`src/rtl/dmem_arb_pkg.sv`:
```
// Shared types for the MEM-stage data memory port arbiter.
package dmem_arb_pkg;

  localparam int LANES = 4;
  localparam int AW    = 32;
  localparam int DW    = 32;

  typedef enum logic [2:0] {
    IDLE   = 3'd0,
    V_RUN  = 3'd1,
    V_TAIL = 3'd2,
    S_CAP  = 3'd3,
    DONE   = 3'd4
  } arb_state_t;

  typedef logic [DW-1:0] lane_data_t [0:LANES-1];

endpackage

```
`src/rtl/dmem_port_arbiter.sv`:
```
// Serialises scalar and 4-lane vector MEM-stage accesses onto one single-port,
// sync-read data memory, stalling the pipeline until the access sequence completes.
module dmem_port_arbiter #(
  parameter int LANES = 4,
  parameter int AW    = 32,
  parameter int DW    = 32
) (
  input  logic          clk,
  input  logic          reset,
  input  logic          ScalarReqM,
  input  logic          MemWriteM,
  input  logic [AW-1:0] DataAdrM,
  input  logic [DW-1:0] WriteDataM,
  input  logic          VecReqM,
  input  logic          MemWriteVecM,
  input  logic [AW-1:0] DataAdrVecM   [0:LANES-1],
  input  logic [DW-1:0] WriteDataMVec [0:LANES-1],
  output logic          StallM,
  output logic [DW-1:0] ReadDataM,
  output logic [DW-1:0] ReadDataVecM  [0:LANES-1],
  output logic [AW-1:0] mem_addr,
  output logic [DW-1:0] mem_wdata,
  output logic          mem_we,
  input  logic [DW-1:0] mem_rdata
);

  import dmem_arb_pkg::*;

  localparam int              LCW       = (LANES > 1) ? $clog2(LANES) : 1;
  localparam logic [LCW-1:0]  LANE_ONE  = LCW'(1);
  localparam logic [LCW-1:0]  LAST_LANE = LCW'(LANES - 1);

  arb_state_t     state_q, state_d;
  logic [LCW-1:0] lane_cnt_q, lane_cnt_d;
  logic [DW-1:0]  rdata_q, rdata_d;
  logic [DW-1:0]  rdata_vec_q [0:LANES-1];
  logic [DW-1:0]  rdata_vec_d [0:LANES-1];

  // Next state, lane counter and read-capture values.
  always_comb begin
    state_d     = state_q;
    lane_cnt_d  = lane_cnt_q;
    rdata_d     = rdata_q;
    rdata_vec_d = rdata_vec_q;
    case (state_q)
      IDLE: begin
        if (VecReqM) begin
          state_d    = V_RUN;
          lane_cnt_d = LANE_ONE;
        end else if (ScalarReqM) begin
          state_d    = S_CAP;
        end else begin
          state_d    = IDLE;
        end
      end
      V_RUN: begin
        // mem_rdata here belongs to the lane issued one cycle earlier.
        if (!MemWriteVecM) begin
          rdata_vec_d[lane_cnt_q - LANE_ONE] = mem_rdata;
        end else begin
          rdata_vec_d = rdata_vec_q;
        end
        if (lane_cnt_q == LAST_LANE) begin
          state_d    = V_TAIL;
        end else begin
          lane_cnt_d = lane_cnt_q + LANE_ONE;
        end
      end
      V_TAIL: begin
        if (!MemWriteVecM) begin
          rdata_vec_d[LANES-1] = mem_rdata;
        end else begin
          rdata_vec_d = rdata_vec_q;
        end
        lane_cnt_d = '0;
        if (ScalarReqM) begin
          state_d = S_CAP;
        end else begin
          state_d = DONE;
        end
      end
      S_CAP: begin
        if (!MemWriteM) begin
          rdata_d = mem_rdata;
        end else begin
          rdata_d = rdata_q;
        end
        state_d = DONE;
      end
      DONE: begin
        state_d = IDLE;
      end
      default: begin
        state_d    = IDLE;
        lane_cnt_d = '0;
      end
    endcase
  end

  // FSM and read-capture registers.
  always_ff @(posedge clk or posedge reset) begin
    if (reset) begin
      state_q    <= IDLE;
      lane_cnt_q <= '0;
      rdata_q    <= '0;
      for (int i = 0; i < LANES; i++) begin
        rdata_vec_q[i] <= '0;
      end
    end else begin
      state_q     <= state_d;
      lane_cnt_q  <= lane_cnt_d;
      rdata_q     <= rdata_d;
      rdata_vec_q <= rdata_vec_d;
    end
  end

  assign ReadDataM    = rdata_q;
  assign ReadDataVecM = rdata_vec_q;

  // Memory port mux and stall; everything is quiet while reset is held.
  always_comb begin
    mem_addr  = '0;
    mem_wdata = '0;
    mem_we    = 1'b0;
    StallM    = 1'b0;
    if (reset) begin
      mem_addr  = '0;
      mem_wdata = '0;
      mem_we    = 1'b0;
      StallM    = 1'b0;
    end else begin
      StallM = (ScalarReqM | VecReqM) & (state_q != DONE);
      case (state_q)
        IDLE: begin
          if (VecReqM) begin
            mem_addr  = DataAdrVecM[0];
            mem_wdata = WriteDataMVec[0];
            mem_we    = MemWriteVecM;
          end else if (ScalarReqM) begin
            mem_addr  = DataAdrM;
            mem_wdata = WriteDataM;
            mem_we    = MemWriteM;
          end else begin
            mem_addr  = '0;
            mem_wdata = '0;
            mem_we    = 1'b0;
          end
        end
        V_RUN: begin
          mem_addr  = DataAdrVecM[lane_cnt_q];
          mem_wdata = WriteDataMVec[lane_cnt_q];
          mem_we    = MemWriteVecM;
        end
        V_TAIL: begin
          // A scalar access sharing the instruction goes out right after the last lane.
          if (ScalarReqM) begin
            mem_addr  = DataAdrM;
            mem_wdata = WriteDataM;
            mem_we    = MemWriteM;
          end else begin
            mem_addr  = '0;
            mem_wdata = '0;
            mem_we    = 1'b0;
          end
        end
        default: begin
          mem_addr  = '0;
          mem_wdata = '0;
          mem_we    = 1'b0;
        end
      endcase
    end
  end

endmodule

```
`config.mk`:
```
export PLATFORM = sky130hd
export DESIGN_NAME = dmem_port_arbiter
export DESIGN_NICKNAME = d
export VERILOG_FILES = /design/src/rtl/dmem_arb_pkg.sv /design/src/rtl/dmem_port_arbiter.sv
export SDC_FILE = /design/constraint.sdc
export NUM_CORES = 1
export LEC_CHECK = 0
export CORE_AREA = 8 8 218 220
export DETAILED_ROUTE_END_ITERATION = 10
export DIE_AREA = 0 0 226 228
export GPL_TIMING_DRIVEN = 0
export PLACE_DENSITY = 0.56
export SYNTH_ARGS = -nofsm -noshare
export SYNTH_HDL_FRONTEND = slang
export SYNTH_SLANG_ARGS = --single-unit
```
`constraint.sdc`:
```
create_clock -name clk -period 5.9 [get_ports clk]
set_input_delay 0.59 -clock clk [delete_from_list [all_inputs] [get_ports clk]]
set_output_delay 0.59 -clock clk [all_outputs]
set_load 0.01 [all_outputs]
```
======== Word level (Yosys, flattened, before mapping) ========
Index checks and enable logic that the tools add are counted.
storage, ports and cells
  latch bits .............................. 0
  memories kept ........................... 0
  bits in read-only memories .............. 0
  bits of input ports ..................... 358
  bits in registers ....................... 165
  RAM bits ................................ 0
  output and inout bits ................... 226
operators by class
  mux-type cells .......................... 33
  bitwise operators ....................... 8
  $add $sub $neg .......................... 2
  div/mod/pow operators ................... 0
  order comparisons ....................... 3
  reductions and logical operators ........ 8
  multipliers ............................. 0
  shifts and indexed selects .............. 0
  equal/unequal tests ..................... 11
operators by type and width
  cell                count
  $mux 32             12
  $pmux 128 s2        1
  $pmux 32 s3         2
  $bmux 32 s2         2
  $bwmux 128          1
  $mux 128            1
  $demux 32 s2        1
  $pmux 3 s4          1
  $ne 2x2->1 const B  5
  $reduce_and 3->1    3
  $mux 2              4
  $eq 3x2->1 const B  2
  $ge 3x3->1 const B  2
  $mux 3              2
  $not 2->3           2
  $pmux 2 s3          1
  $mux 1              4
  $not 1->1           4
  $eq 3x1->1 const B  1
  $eq 3x3->1 const B  1
  $logic_not 3->1     1
  $lt 3x1->1 const B  1
  $ne 3x3->1 const B  1
  $pmux 1 s3          1
  9 further kinds     9

======== Longest topological paths before layout ========
  word-level depth ........................ 9
  depth in mapped cells ................... 8
  mapped depth without buffers ............ 5

======== Worst setup path before layout ========
Ideal clock, no wire load.
  kind .................................... in2out
  start point ............................. input port ScalarReqM
  end point ............................... output port mem_addr[25]
  cell stages on the path ................. 6
  data arrival time ....................... 1.800 ns
  data required time ...................... 5.310 ns
  setup slack ............................. 3.510 ns
  cells stage by stage .................... nor2b_1 > buf_2 > clkbuf_1 > buf_1 > a32oi_1 > o21ai_0
on the way
  cells in the longest elaborated chain, start to end .. 4
RTL lines
  element        RTL line                                            text
  from (decl)    dmem_port_arbiter.sv:10                             input logic ScalarReqM,
  $mux 32 *      dmem_port_arbiter.sv:139, dmem_port_arbiter.sv:156
  $mux 32        dmem_port_arbiter.sv:135                            if (VecReqM) begin
  $pmux 32 s3 *  dmem_port_arbiter.sv:133                            case (state_q)
  $mux 32 *      dmem_port_arbiter.sv:126                            if (reset) begin
  to (decl)      dmem_port_arbiter.sv:21                             output logic [AW-1:0] mem_addr,
Mark *: on every way between the ends. The rest lies on a longest branch, timed or not.

======== Worst setup path after layout ========
  start point ............................. input port ScalarReqM
  end point ............................... output port mem_addr[23]
The elaborated chain is that of the path after synthesis.

==> metrics.md <==
| Metric | Value |
|---|---|
| Netlist cell types | `33` |
| DP Wirelength | `42.2 mm` |
| Reg2reg setup slack | `2680 ps` |
| Worst rel slew slack | `~37%` |
| ANT cells | `0` |
| CTS tree | `built` |
| Area delta synth->final | `74.4%` |
| Setup bufs post-CTS | `0` |
| CTS Root Cell | `clkbuf_16` |
| Synth top cells by count | `dfrtp_1, mux2_2, o21ai_0` |
| # port buffers | `~600` |
| Final instance area | `around 0.017 sq mm` |
| Pre-antenna DRT Iters | `4` |
| Met2 Wirelength | `25.9 mm` |
| Max Used Layer | `met5` |
| Cts repair resizes | `0` |
| # IOs | `584` |
| Final #Nets | `1806` |
| Overflow after GRT | `0` |
| Initial antenna violation count | `1` |
| Starting DRT DRC Count | `625` |
| Synth area leader | `dfrtp_1` |
| Syn Inst Count | `841` |
| GRT Resource Usage Total | `18.9%` |
| Die area | `0.0515 sq mm` |
| M1 WL | `around 21 mm` |
| Number of buffers created by CTS | `17` |
| Worst vdd ir | `0.000209 V` |
| Yosys warning count | `0` |
| CTS sink count | `165` |
| Max-slew violations | `0` |
| Vert. Die Dim | `228 um` |
| Skew final | `about 25 ps` |
| Final hold violation count | `0` |
| First-pass GRT wire length | `73.4 mm` |
| Sequential share of the synthesized area | `42.5%` |
| Post-cts hold buffer count | `0` |
| Top cell type's share of synthesized area | `42.5%` |
| Core area | `0.0438 sq mm` |
| Routability cong. | `approximately 0.93` |
| Met3 wire length | `3.68 mm` |
| Die width | `226 um` |
| Critical path startpoint category | `input port` |
| Drt total wl | `50.6 mm` |
| Ys flop type | `dfrtp_1` |
| Crit path capture type | `output port` |
| Fraction of layout cells with a size suffix above 1 | `~17%` |
| Syn_nets | `between 1000 and 1500` |
| # H-tree levels | `4` |
| Post-place instance area | `0.0163 sq mm` |
| Hold crit path type | `flop to flop` |
| Drt wl/cell | `~25 um` |
| Via density per instance | `4.71` |
| Final clock period utilization by the worst path | `just under 80%` |
| Top-count cell post-synth | `dfrtp_1` |
| Synth Register Bits | `165` |
| Measured slew at the worst slew-check pin | `938 ps` |
| Total power | `~7800 uW` |
| Clk Latency, worst-skew pair | `approximately 430 ps` |
| Status | `finished clean` |
| DRC viols | `0` |
| WP data arrival | `4000 ps` |
| Max clock buf depth | `2` |
| Worst setup startpoint | `ScalarReqM` |
| Max FO, Critical Path | `10` |
| RSZ-0062 raised after global routing | `false` |
| CTS clk-pin slew, worst paths | `around 80 ps` |
| Worst Min Path Start | `ReadDataVecM[31]$_DFFE_PP0P_` |
| Final antenna-violating net count | `0` |
| Synth area leaders | `dfrtp_1, mux4_2, mux2_2` |
| Mapped Area | `0.00972 sq mm` |
| Peak Freq | `218 MHz` |
| Vias | `9649` |
| Final setup vio count | `0` |
| Mean Syn Cell Area | `11.6 sq um` |
| Row Count | `77` |
| PD cells | `460 mW/mm^2` |
| Starting Density | `~22%` |
| Vias in the first global route | `10398` |
| Post-synth EDFFs | `0` |
| Max cap viols | `0` |
| Leakage | `~0.0065 uW` |
| Critical path class | `input port to output port` |
| Ys async rst share | `between 90% and 100%` |
| Largest net degree at the start of global routing | `121` |
| RR Startpoint | `lane_cnt_q[1]$_DFFE_PP0P_` |
| Final min period | `4590 ps` |
| Fillers | `4330` |
| WP data required | `5310 ps` |
[metrics by stage]
step,hold WS [ps],std cells,TNS [ps],worst slack (ps),util [%]
detailed placement,475,2017,0,1200,37.3
floorplan,529,841,0,848,-
finish,489,2049,0,1310,38.7
global route,511,2049,0,1190,38.7
CTS,492,2049,0,1180,38.7
global placement,469,2016,-279650,-1730,37.2
[kinds of logic after synthesis]
group	synth area share, %
adders and majority gates	0.515
AOI/OAI and AO/OA	11.5
and+or+nand+nor	10.4
muxes	29.9
DFF	42.5
buffers and inverters	5.23
[power by group]
group | internal, uW | switching [uW] | leakage, uW
Combinational | 2480 | 2180 | 0.00414
Clock | 582 | 572 | 0.000296
Sequential | 1690 | 302 | 0.00203
[path summary, 6_finish.rpt]
path / to / cells past startpoint
min in group asynchronous: ReadDataM[5]$_DFFE_PP0P_ / 2
worst min register to register: ReadDataVecM[31]$_DFFE_PP0P_ / 1
worst min-delay path: ReadDataVecM[31]$_DFFE_PP0P_ / 1
max in group asynchronous: ReadDataVecM[22]$_DFFE_PP0P_ / 3
worst max register to register: ReadDataVecM[14]$_DFFE_PP0P_ / 8
worst max-delay path: mem_addr[23] / 8
[final cells by class]
| class | instances | area [sq um] | area share (%) |
|---|---|---|---|
| tap | 592 | 741 | 4.37 |
| clock inverter | 15 | 200 | 1.18 |
| buffer | 88 | 377 | 2.22 |
| clock buffer | 17 | 425 | 2.51 |
| multi-input combinational | 553 | 5080 | 30.0 |
| timing repair buffer | 584 | 5860 | 34.6 |
| sequential | 165 | 4130 | 24.3 |
| inverter | 35 | 139 | 0.819 |
[cell usage in the layout, fill, tap and decap left out, types with 2 or more instances in the layout]
cell and instances:
nand2_1 69, a21oi_1 3, o21ba_2 2, clkinv_8 8, clkdlybuf4s50_1 583, inv_8 2, inv_6 3, o21ai_0 96
dfrtp_1 165, nor2b_1 65, ha_1 4, mux4_2 64, nand3b_1 2, a32oi_1 64, nor2_1 3, buf_2 37
mux2_1 18, inv_1 34, mux2i_1 2, nand2b_1 5, nand4_1 32, mux2_2 110, clkbuf_16 17, clkbuf_1 42
nor4b_1 2, buf_1 9
[metal layers]
| layer | up-vias | GRT usage, % |
|---|---|---|
| met5 | - | 0 |
| met4 | 2 | 2.93 |
| met3 | 22 | 4.67 |
| met2 | 431 | 33.5 |
| met1 | 4830 | 23.3 |
| li1 | 4364 | - |
[sequential cells by signal, indices dropped and copies added (netlist names)]
signal,count
ReadDataM,32
lane_cnt_q,2
state_q,3
ReadDataVecM,128
[worst max-delay path: stages]
cell and delay, ps:
clkdlybuf4s50_1 520, nor2b_1 290, buf_2 240, clkbuf_1 670, clkbuf_1 540, a32oi_1 190, o21ai_0 330, clkdlybuf4s50_1 620
Note: power is estimated with default switching activity, not from simulation.
